$ cat src/rtl/transport_tx_scheduler_if.sv
// Signal bundle between the requesters/sender and the transport tx scheduler.
// The master side drives requests and sender status; the slave side is the scheduler.
interface transport_tx_scheduler_if;
    logic        ctrl_req;
    logic [15:0] ctrl_data;
    logic        ctrl_ack;
    logic        aud_valid;
    logic [15:0] aud_data;
    logic        aud_overflow;
    logic [1:0]  tx_cmd;
    logic [15:0] tx_data;
    logic        tx_busy;
    logic        tx_send;
    logic        tx_sending;
    logic        err_timeout;

    modport master (
        output ctrl_req, ctrl_data, aud_valid, aud_data, tx_busy, tx_sending,
        input  ctrl_ack, aud_overflow, tx_cmd, tx_data, tx_send, err_timeout
    );

    modport slave (
        input  ctrl_req, ctrl_data, aud_valid, aud_data, tx_busy, tx_sending,
        output ctrl_ack, aud_overflow, tx_cmd, tx_data, tx_send, err_timeout
    );
endinterface

$ cat src/rtl/transport_tx_scheduler.sv
// Arbitrates control words and buffered audio samples onto the sender's single cmd/data
// input, one word per busy handshake, and schedules the sender's sendData pulses.
module transport_tx_scheduler #(
    parameter int AUD_DEPTH     = 8,
    parameter int CTRL_BURST    = 2,
    parameter int WORDS_PER_PKT = 7,
    parameter int BUSY_TIMEOUT  = 15
) (
    input  logic                     clk,
    input  logic                     reset,
    transport_tx_scheduler_if.slave  io_bus
);

    localparam int PTR_W    = $clog2(AUD_DEPTH);
    localparam int CNT_W    = PTR_W + 1;
    localparam int TMO_W    = $clog2(BUSY_TIMEOUT + 1);
    localparam int STREAK_W = $clog2(CTRL_BURST + 1);
    localparam int WORDS_W  = $clog2(WORDS_PER_PKT + 1);

    typedef enum logic [1:0] {CMD_IDLE = 2'b00, CMD_CTRL = 2'b01, CMD_AUD = 2'b10} cmd_e;
    typedef enum logic [1:0] {G_IDLE, G_ISSUE, G_WAIT_HI, G_WAIT_LO} gstate_e;
    typedef enum logic [1:0] {S_IDLE, S_PULSE, S_WAIT_HI, S_WAIT_LO} sstate_e;

    // Audio FIFO
    logic [15:0]         r_fifo [AUD_DEPTH];
    logic [PTR_W-1:0]    r_wr_ptr;
    logic [PTR_W-1:0]    r_rd_ptr;
    logic [CNT_W-1:0]    r_count;
    logic                r_aud_overflow;

    // Grant FSM
    gstate_e             r_gstate;
    cmd_e                r_tx_cmd;
    logic [15:0]         r_tx_data;
    logic                r_ctrl_ack;
    logic                r_grant_aud;
    logic [TMO_W-1:0]    r_gtimer;
    logic [STREAK_W-1:0] r_ctrl_streak;
    logic [WORDS_W-1:0]  r_aud_words;

    // Send FSM
    sstate_e             r_sstate;
    logic [3:0]          r_owed;
    logic [TMO_W-1:0]    r_stimer;
    logic                r_tx_send;
    logic                r_err_timeout;

    logic w_fifo_full, w_fifo_empty, w_push, w_pop;
    logic w_decide, w_aud_win, w_ctrl_win, w_done, w_owe_send;
    logic w_g_timeout, w_s_timeout, w_s_start;

    assign w_fifo_full  = (r_count == CNT_W'(AUD_DEPTH));
    assign w_fifo_empty = (r_count == '0);
    assign w_push       = io_bus.aud_valid && !w_fifo_full;

    // The ack cycle is skipped so a requester that is still holding ctrl_req for the
    // word just acknowledged is not granted twice.
    assign w_decide   = (r_gstate == G_IDLE) && !io_bus.tx_busy && !r_ctrl_ack;
    assign w_aud_win  = !w_fifo_empty &&
                        (!io_bus.ctrl_req || r_ctrl_streak == STREAK_W'(CTRL_BURST));
    assign w_ctrl_win = io_bus.ctrl_req && !w_aud_win;
    assign w_pop      = w_decide && w_aud_win;

    assign w_done      = (r_gstate == G_WAIT_LO) && !io_bus.tx_busy;
    assign w_owe_send  = w_done &&
                         (!r_grant_aud || r_aud_words == WORDS_W'(WORDS_PER_PKT - 1));
    assign w_g_timeout = (r_gstate == G_WAIT_HI) && !io_bus.tx_busy &&
                         (r_gtimer == TMO_W'(BUSY_TIMEOUT - 1));
    assign w_s_timeout = (r_sstate == S_WAIT_HI) && !io_bus.tx_sending &&
                         (r_stimer == TMO_W'(BUSY_TIMEOUT - 1));
    assign w_s_start   = (r_sstate == S_IDLE) && (r_owed != 4'd0) && !io_bus.tx_sending;

    // NOTE: the sample storage has no reset; only pointers and count define its contents.
    always_ff @(posedge clk) begin
        if (w_push) r_fifo[r_wr_ptr] <= io_bus.aud_data;
    end

    always_ff @(posedge clk) begin
        if (reset) begin
            r_wr_ptr       <= '0;
            r_rd_ptr       <= '0;
            r_count        <= '0;
            r_aud_overflow <= 1'b0;
        end else begin
            if (w_push) r_wr_ptr <= r_wr_ptr + 1'b1;
            if (w_pop)  r_rd_ptr <= r_rd_ptr + 1'b1;
            case ({w_push, w_pop})
                2'b10:   r_count <= r_count + 1'b1;
                2'b01:   r_count <= r_count - 1'b1;
                default: r_count <= r_count;
            endcase
            if (io_bus.aud_valid && w_fifo_full) r_aud_overflow <= 1'b1;
        end
    end

    always_ff @(posedge clk) begin
        if (reset) begin
            r_gstate      <= G_IDLE;
            r_tx_cmd      <= CMD_IDLE;
            r_tx_data     <= '0;
            r_ctrl_ack    <= 1'b0;
            r_grant_aud   <= 1'b0;
            r_gtimer      <= '0;
            r_ctrl_streak <= '0;
            r_aud_words   <= '0;
        end else begin
            r_ctrl_ack <= 1'b0;
            case (r_gstate)
                G_IDLE: begin
                    if (w_decide) begin
                        if (w_fifo_empty) r_ctrl_streak <= '0;
                        if (w_aud_win) begin
                            r_tx_cmd    <= CMD_AUD;
                            r_tx_data   <= r_fifo[r_rd_ptr];
                            r_grant_aud <= 1'b1;
                            r_gstate    <= G_ISSUE;
                        end else if (w_ctrl_win) begin
                            r_tx_cmd    <= CMD_CTRL;
                            r_tx_data   <= io_bus.ctrl_data;
                            r_grant_aud <= 1'b0;
                            r_gstate    <= G_ISSUE;
                        end
                    end
                end
                G_ISSUE: begin
                    r_tx_cmd <= CMD_IDLE;
                    r_gtimer <= '0;
                    r_gstate <= G_WAIT_HI;
                end
                G_WAIT_HI: begin
                    if (io_bus.tx_busy) begin
                        r_gstate <= G_WAIT_LO;
                    end else if (w_g_timeout) begin
                        // The word is dropped, but a control requester is still released.
                        r_ctrl_ack <= !r_grant_aud;
                        r_gstate   <= G_IDLE;
                    end else begin
                        r_gtimer <= r_gtimer + 1'b1;
                    end
                end
                G_WAIT_LO: begin
                    if (w_done) begin
                        r_gstate <= G_IDLE;
                        if (r_grant_aud) begin
                            r_ctrl_streak <= '0;
                            if (r_aud_words == WORDS_W'(WORDS_PER_PKT - 1))
                                r_aud_words <= '0;
                            else
                                r_aud_words <= r_aud_words + 1'b1;
                        end else begin
                            r_ctrl_ack <= 1'b1;
                            if (r_ctrl_streak != STREAK_W'(CTRL_BURST))
                                r_ctrl_streak <= r_ctrl_streak + 1'b1;
                        end
                    end
                end
                default: r_gstate <= G_IDLE;
            endcase
        end
    end

    always_ff @(posedge clk) begin
        if (reset) begin
            r_sstate  <= S_IDLE;
            r_owed    <= 4'd0;
            r_stimer  <= '0;
            r_tx_send <= 1'b0;
        end else begin
            case ({w_owe_send, w_s_start})
                2'b10:   if (r_owed != 4'hF) r_owed <= r_owed + 4'd1;
                2'b01:   r_owed <= r_owed - 4'd1;
                default: r_owed <= r_owed;
            endcase
            case (r_sstate)
                S_IDLE: begin
                    if (w_s_start) begin
                        r_tx_send <= 1'b1;
                        r_sstate  <= S_PULSE;
                    end
                end
                S_PULSE: begin
                    r_tx_send <= 1'b0;
                    r_stimer  <= '0;
                    r_sstate  <= S_WAIT_HI;
                end
                S_WAIT_HI: begin
                    if (io_bus.tx_sending)  r_sstate <= S_WAIT_LO;
                    else if (w_s_timeout)   r_sstate <= S_IDLE;
                    else                    r_stimer <= r_stimer + 1'b1;
                end
                S_WAIT_LO: begin
                    if (!io_bus.tx_sending) r_sstate <= S_IDLE;
                end
                default: r_sstate <= S_IDLE;
            endcase
        end
    end

    always_ff @(posedge clk) begin
        if (reset)                           r_err_timeout <= 1'b0;
        else if (w_g_timeout || w_s_timeout) r_err_timeout <= 1'b1;
    end

    assign io_bus.ctrl_ack     = r_ctrl_ack;
    assign io_bus.aud_overflow = r_aud_overflow;
    assign io_bus.tx_cmd       = r_tx_cmd;
    assign io_bus.tx_data      = r_tx_data;
    assign io_bus.tx_send      = r_tx_send;
    assign io_bus.err_timeout  = r_err_timeout;

endmodule

$ cat src/flat_wrapper.sv
// flat-port wrapper written by rule: the top's interface ports become plain ports
module transport_tx_scheduler_flat 
#(
    parameter int AUD_DEPTH     = 8,
    parameter int CTRL_BURST    = 2,
    parameter int WORDS_PER_PKT = 7,
    parameter int BUSY_TIMEOUT  = 15
)
  (clk, reset, io_bus_ctrl_req, io_bus_ctrl_data, io_bus_aud_valid, io_bus_aud_data, io_bus_tx_busy, io_bus_tx_sending, io_bus_ctrl_ack, io_bus_aud_overflow, io_bus_tx_cmd, io_bus_tx_data, io_bus_tx_send, io_bus_err_timeout);
  transport_tx_scheduler_if io_bus_i ();
  input  logic clk;
  input  logic reset;
  input wire logic [$bits(io_bus_i.ctrl_req)-1:0] io_bus_ctrl_req;
  input wire logic [$bits(io_bus_i.ctrl_data)-1:0] io_bus_ctrl_data;
  input wire logic [$bits(io_bus_i.aud_valid)-1:0] io_bus_aud_valid;
  input wire logic [$bits(io_bus_i.aud_data)-1:0] io_bus_aud_data;
  input wire logic [$bits(io_bus_i.tx_busy)-1:0] io_bus_tx_busy;
  input wire logic [$bits(io_bus_i.tx_sending)-1:0] io_bus_tx_sending;
  output wire logic [$bits(io_bus_i.ctrl_ack)-1:0] io_bus_ctrl_ack;
  output wire logic [$bits(io_bus_i.aud_overflow)-1:0] io_bus_aud_overflow;
  output wire logic [$bits(io_bus_i.tx_cmd)-1:0] io_bus_tx_cmd;
  output wire logic [$bits(io_bus_i.tx_data)-1:0] io_bus_tx_data;
  output wire logic [$bits(io_bus_i.tx_send)-1:0] io_bus_tx_send;
  output wire logic [$bits(io_bus_i.err_timeout)-1:0] io_bus_err_timeout;
  assign io_bus_i.ctrl_req = io_bus_ctrl_req;
  assign io_bus_i.ctrl_data = io_bus_ctrl_data;
  assign io_bus_i.aud_valid = io_bus_aud_valid;
  assign io_bus_i.aud_data = io_bus_aud_data;
  assign io_bus_i.tx_busy = io_bus_tx_busy;
  assign io_bus_i.tx_sending = io_bus_tx_sending;
  assign io_bus_ctrl_ack = io_bus_i.ctrl_ack;
  assign io_bus_aud_overflow = io_bus_i.aud_overflow;
  assign io_bus_tx_cmd = io_bus_i.tx_cmd;
  assign io_bus_tx_data = io_bus_i.tx_data;
  assign io_bus_tx_send = io_bus_i.tx_send;
  assign io_bus_err_timeout = io_bus_i.err_timeout;
  transport_tx_scheduler #(.AUD_DEPTH(AUD_DEPTH), .CTRL_BURST(CTRL_BURST), .WORDS_PER_PKT(WORDS_PER_PKT), .BUSY_TIMEOUT(BUSY_TIMEOUT)) u_core (.clk(clk), .reset(reset), .io_bus(io_bus_i));
endmodule
$ cat config.mk
export PLATFORM = sky130hd
export DESIGN_NAME = transport_tx_scheduler_flat
export DESIGN_NICKNAME = d
export VERILOG_FILES = /design/src/rtl/transport_tx_scheduler_if.sv /design/src/rtl/transport_tx_scheduler.sv /design/src/flat_wrapper.sv
export SDC_FILE = /design/constraint.sdc
export NUM_CORES = 1
export LEC_CHECK = 0
export ABC_AREA = 1
export ABC_CLOCK_PERIOD_IN_PS = 3000
export CAP_MARGIN = 15
export CORE_ASPECT_RATIO = 1.75
export CORE_MARGIN = 2
export CORE_UTILIZATION = 40
export CTS_CLUSTER_DIAMETER = 30
export DETAILED_ROUTE_END_ITERATION = 16
export PLACE_DENSITY = 0.62
export SLEW_MARGIN = 15
export SYNTH_ARGS = -nofsm -noshare
export SYNTH_HDL_FRONTEND = slang
export SYNTH_SLANG_ARGS = --single-unit
$ cat constraint.sdc
create_clock -name clk -period 3 [get_ports clk]
set_clock_uncertainty 0.05 [all_clocks]
set_input_delay 0.6 -clock clk [delete_from_list [all_inputs] [get_ports clk]]
set_output_delay 0.6 -clock clk [all_outputs]
set_load 0.01 [all_outputs]
==> impl_metrics.toml, run 1 <==
[detailed_routing]
drt_iter0_markers = 301
antenna_left = 0
routed_wl_um = 17700
dr.pass1.iters = 5
viasPerCell = 5.17
wl_per_cell_um = 16.7
drc = 0
via_count = 5475

[global_route]
antenna_found_initial = 0
grt-ovfl-total = 0
grt_pass1_vias = 5244
grt_pass1_wl_um = 27500
grt_usage_pct = 18.1
grt_start_max_net_pins = 65

[worst_setup_path]
endpoint_kind = "register"
cp_slowest_cell = "clkdlybuf4s50_1"
cp_data_arrival_time_ps = 2640
required_ps = 3280
path_buf_inv = 4
critPathKind = "in2reg"
slowest_delay_ps = 490
startpoint_type = "input pin"
path_delay_family = "buffers and inverters"
path_cells = "clkdlybuf4s50_1, inv_1, nand2_1, nor2_4, inv_1, nor2_4, ha_1, xor2_1, ha_1, a21oi_1, xnor2_1, o21ai_0, inv_1"
crit_fanout = 4
cpMostUsedCell = "inv_1"

[final_layout]
final_cell_area_um2 = 9180
antenna_cells = 0
finalNetCount = 855
syn_to_final_growth_pct = 19.3
fillCellCount = 1697
layout-drive-gt1-share_pct = 8.81

[sta]
finalSetupViolCount = 0
hold_viol = 0
fin_crit_ps = 2360
worst_slew_pin_slew_ps = 688
fin_tns_setup_ps = 0
finalMaxSlewViolations = 0
setup_slack_ps = 639
rsz0062_at_grt = "no"
whs_ps = 413
max_slew_margin_pct = 54.2
fin_crit_sh_pct = 78.7
fmax_mhz = 424

[logic_synthesis]
synth.top_cell.area_share_pct = 50.0
yosysWarnings = 0
yosysTopAreaCell = "edfxtp_1"
avgSynthCellArea_um2 = 10.5
syn_inst = 732
synth.area.top_cells = "edfxtp_1 (50%), dfxtp_1 (15%), nor2_1 (6.5%), o21ai_0 (6.2%), a21oi_1 (3.8%)"
yosys_most_used_dff = "edfxtp_1"
synthDistinctLibCells = 36
synth_commonest_cells = "nor2_1 (134), edfxtp_1 (128), o21ai_0 (95)"
ys_async_sr_fraction_pct = 0
ys_ff_latch = 185
syn_nets = 783
synth_edf_count = 128
synth.most_common_cell = "nor2_1"
yosysSeqAreaShare_pct = 64.8
netlist_area_um2 = 7690

[power_and_ir_drop]
clkPwrFrac_pct = 29.9
p_per_area_nw_per_um2 = 756
comb_power_share_pct = 24.9
p_int_mw = 4.76
totalPowerFinal_mw = 6.94
ir_drop_uv = 410
power.share.switching_pct = 31.3
leakage_nw = 3.30
switchingPower_mw = 2.17
p_seq_share_pct = 45.3

[clocking]
clockBufferDepth = 2
cts_resized = 0
clk_latency_ps = 430
htree_levels = 4
hold_buffers = 0
clkSlewWorstSetupHoldPaths_ps = 70
post_cts_buffers = 0
cts-root-buf = "clkbuf_16"
tritoncts = "done"
cts_sinks = 185
numCtsBuffers = 17

[placed_design]
port_buffers = 59
placed_area_um2 = 8630
gp_congestion = 0.748
preCtsSetupSlack_ps = 188
hpwl_um = 11400

[die]
die_h_um = 187
dieArea_um2 = 20400
die_w_um = 109
floorplan.rows = 67
start_util_pct = 40.4
io_pins = 60
design.core.area_um2 = 19000

[flow_run]
cap_violations = 0

[hold_path]
hp-class = "reg2reg"

[status]
status = "complete, no violations"
-- registers in the layout, indices dropped and copies added, names as in the netlist, 2 cells and up, named ones only --
name	flops
u_core.r_fifo	128
u_core.io_bus.tx_data	16
u_core.r_count	4
u_core.r_gtimer	4
u_core.r_owed	4
u_core.r_stimer	4
u_core.r_aud_words	3
u_core.r_rd_ptr	3
u_core.r_wr_ptr	3
u_core.io_bus.tx_cmd	2
u_core.r_ctrl_streak	2
u_core.r_gstate	2
u_core.r_sstate	2
-- final cells by class --
cell class              count  area (um^2)  share of cell area, %
flip-flops and latches    185         4990                   54.3
repair buffers             85          786                   8.56
well taps                 241          302                   3.28
inverters                  51          191                   2.09
clock buffers              20          478                   5.21
clock inverters            12         71.3                  0.777
multi-input cells         464         2370                   25.8
-- power groups by stage --
| stage | sequential (mW) | combinational, mW | clock, mW |
|---|---|---|---|
| floorplan | 3.18 | 1.11 | 0 |
| detailed placement | 3.19 | 1.74 | 0 |
| global placement | 3.19 | 1.72 | 0 |
| finish | 3.14 | 1.73 | 2.07 |
| CTS | 3.14 | 1.75 | 2.13 |
| global route | 3.17 | 1.95 | 2.23 |
-- cells by family after synthesis --
logic type / share of synthesized area [%]
flops: 64.8
xor+xnor: 0.683
fa+ha+maj: 2.21
compound gates: 13.9
simple gates: 14.0
buf+inv: 4.46
-- cell usage in the layout (no fill, tap or decap), types with 32 or more instances in the layout --
cell	netlist	final
a21oi_1	59	59
clkdlybuf4s50_1	0	59
dfxtp_1	57	55
edfxtp_1	128	128
inv_1	47	49
nand2_1	62	62
nand3_1	34	34
nor2_1	134	134
o211ai_1	32	32
o21ai_0	95	95
-- worst paths after layout --
kind / cells past startpoint / to / from / slack (ps)
setup / recovery: 13 / u_core.r_count[2] / io_bus_tx_busy / 640
hold reg to reg: 2 / u_core.io_bus.aud_overflow / u_core.io_bus.aud_overflow / 410
setup reg to reg: 11 / u_core.r_owed[3] / u_core.r_gstate[1] / 840
hold / removal: 2 / u_core.io_bus.aud_overflow / u_core.io_bus.aud_overflow / 410
-- metrics by stage --
step | cells | utilization, %
6_report | 1058 | 48.2
5_1_grt | 1058 | 48.2
4_1_cts | 1058 | 48.2
3_5_place_dp | 1026 | 45.4
2_1_floorplan | 732 | -
3_3_place_gp | 1026 | 45.4
-- tightest hold or removal path, stage by stage, from the launching register on --
cell     delay [ps]
dfxtp_1         320
inv_1            50
a21oi_1          50
-- metal layers --
metal  global-route usage (%)  share of wire (%)  vias to the layer above
met2                     32.4                 53                      109
met3                     3.45                3.6                       31
met1                     20.2                 40                     2631
met4                     8.33                3.0                        0
met5                        0                  0                        -
li1                         -                  -                     2704
Power figures use the tool's default switching activity.
==> run 2, diff against run 1 <==
ABC_CLOCK_PERIOD_IN_PS = 2100   (was 3000)
PLACE_DENSITY = 0.64   (was 0.62)
clock period = 2.1 ns   (was 3 ns; I/O delays follow)
==> impl_metrics.toml, run 2 (synthesized netlist as in run 1, its figures left out) <==
[power_and_ir_drop]
clkPwrFrac_pct = 29.2
p_seq_share_pct = 43.4
p_per_area_nw_per_um2 = 1070
switchingPower_mw = 3.16
power.share.switching_pct = 30.8
p_int_mw = 7.10
leakage_nw = 3.44
ir_drop_uv = 645
comb_power_share_pct = 27.5

[final_layout]
max_flop_register = "u_core.r_fifo"
final_cell_mix = "nor2_1 (132), edfxtp_1 (128), o21ai_0 (94)"
regArea_um2 = 4990
antenna_cells = 0
finalNonFillerCells = 1079
multiInputGateArea_um2 = 2420
final_common_cell = "nor2_1"
fillCellCount = 1664
syn_to_final_growth_pct = 24.2
largest_reg_flops = 128
finalNetCount = 876
layout-drive-gt1-share_pct = 11.8
final_cell_area_um2 = 9550

[worst_setup_path]
required_ps = 2370
endpoint_kind = "register"
cpMostUsedCell = "inv_1"
critPathKind = "in2reg"
cp_data_arrival_time_ps = 2220
startpoint_type = "input pin"
crit_fanout = 4
path_cells = "clkdlybuf4s50_1, inv_1, nand2_1, nor2_4, inv_1, nor2_4, ha_4, xor2_2, ha_1, a21oi_2, xnor2_1, o21ai_1, inv_1"
cp_slowest_cell = "clkdlybuf4s50_1"
slowest_delay_ps = 420

[detailed_routing]
antenna_left = 0
wl_per_cell_um = 16.6
drt_iter0_markers = 307
viasPerCell = 5.08
via_count = 5476
dr.pass1.iters = 4
drc = 0
routed_wl_um = 17900

[die]
die_h_um = 187
design.core.area_um2 = 19000
die_w_um = 109
dieArea_um2 = 20400
start_util_pct = 40.4
floorplan.rows = 67
io_pins = 60

[placed_design]
placed_area_um2 = 8940
hpwl_um = 11700
gp_congestion = 0.842
port_buffers = 59
dp.cells = 1047

[global_route]
grt_busiest_layer = "met2"
antenna_found_initial = 0
use_met1_pct = 21.3
grt_usage_pct = 18.3
grt-ovfl-total = 0
grt_pass1_wl_um = 28200
use_met3_pct = 3.10
grt_start_max_net_pins = 65
grtUsageMet2_pct = 32.7
grt_pass1_vias = 5405

[clocking]
post_cts_buffers = 0
cts-root-buf = "clkbuf_16"
htree_levels = 4
clk_latency_ps = 430
cts_sinks = 185
tritoncts = "done"
numCtsBuffers = 17
clockBufferDepth = 2
clkSlewWorstSetupHoldPaths_ps = 60
hold_buffers = 0

[sta]
finalMaxSlewViolations = 0
fin_crit_sh_pct = 92.6
rsz0062_at_grt = "no"
worst_slew_pin_slew_ps = 469
finalSetupViolCount = 0
fin_crit_ps = 1950
max_slew_margin_pct = 68.4
hold_viol = 0
fmax_mhz = 514

[status]
status = "complete, no violations"

[hold_path]
hp-class = "reg2reg"

[flow_run]
cap_violations = 0
-- run 2: cell types whose count changed in the layout (fill, tap and decap cells not counted), sizes merged --
cell    change
buf        +21
clkbuf      +4
clkinv      -3
inv         -1
-- run 2: worst max-delay path: cells and delay by family --
kind	cells	cell delay [ps]
XOR/XNOR	2	310
adder cells (fa/ha/maj)	2	360
AND/OR/NAND/NOR	3	340
AO/OA/AOI/OAI	2	170
buffers and inverters	4	630
-- run 2: final timing paths --
path,from,endpoint,slack [ps],cells past startpoint
worst max register to register,u_core.r_gstate[1],u_core.r_count[2],160,12
worst min-delay path,u_core.io_bus.aud_overflow,u_core.io_bus.aud_overflow,410,2
worst max-delay path,io_bus_tx_busy,u_core.r_count[2],150,13
worst min register to register,u_core.io_bus.aud_overflow,u_core.io_bus.aud_overflow,410,2
-- run 2: metal layers --
metal / vias up / share of wire, % / routed length [um]
li1: 2735 / - / -
met1: 2611 / 41 / 7420
met3: 23 / 3.1 / 557
met4: 0 / 2.3 / 408
met5: - / 0 / 0
met2: 107 / 53 / 9550
-- run 2: area by class of cell --
| cell class | count | share of cell area, % |
|---|---|---|
| clock buffer | 24 | 5.40 |
| multi-input combinational | 464 | 25.3 |
| tap | 241 | 3.16 |
| timing repair buffer | 106 | 11.4 |
| clock inverter | 8 | 0.458 |
| sequential | 185 | 52.2 |
| inverter | 51 | 2.00 |
-- run 2: timing repair --
action                     in CTS  in global routing
hold endpoints to repair        0                  0
pin swaps                       0                  1
gates resized for setup         3                 11
setup endpoints to repair       1                  3
-- run 2: per-stage QoR --
stage	hold WS [ps]	setup slack (ps)	TNS, ps	power [mW]	utilization (%)
CTS	411	45.1	0	10.3	50.0
floorplan	383	2.00	0	6.13	-
global route	430	20.5	0	10.9	50.2
detailed placement	401	-438	-4260	7.29	47.0
finish	407	155	0	10.3	50.2
global placement	389	-404	-3890	7.26	47.0
-- run 2: power by group through the flow --
| stage | Clock [mW] | Combinational [mW] | Sequential, mW |
|---|---|---|---|
| after floorplan | 0 | 1.59 | 4.54 |
| after global placement | 0 | 2.74 | 4.51 |
| after detailed placement | 0 | 2.77 | 4.52 |
| after CTS | 3.07 | 2.80 | 4.45 |
| after global routing | 3.20 | 3.18 | 4.49 |
| final | 2.99 | 2.82 | 4.45 |
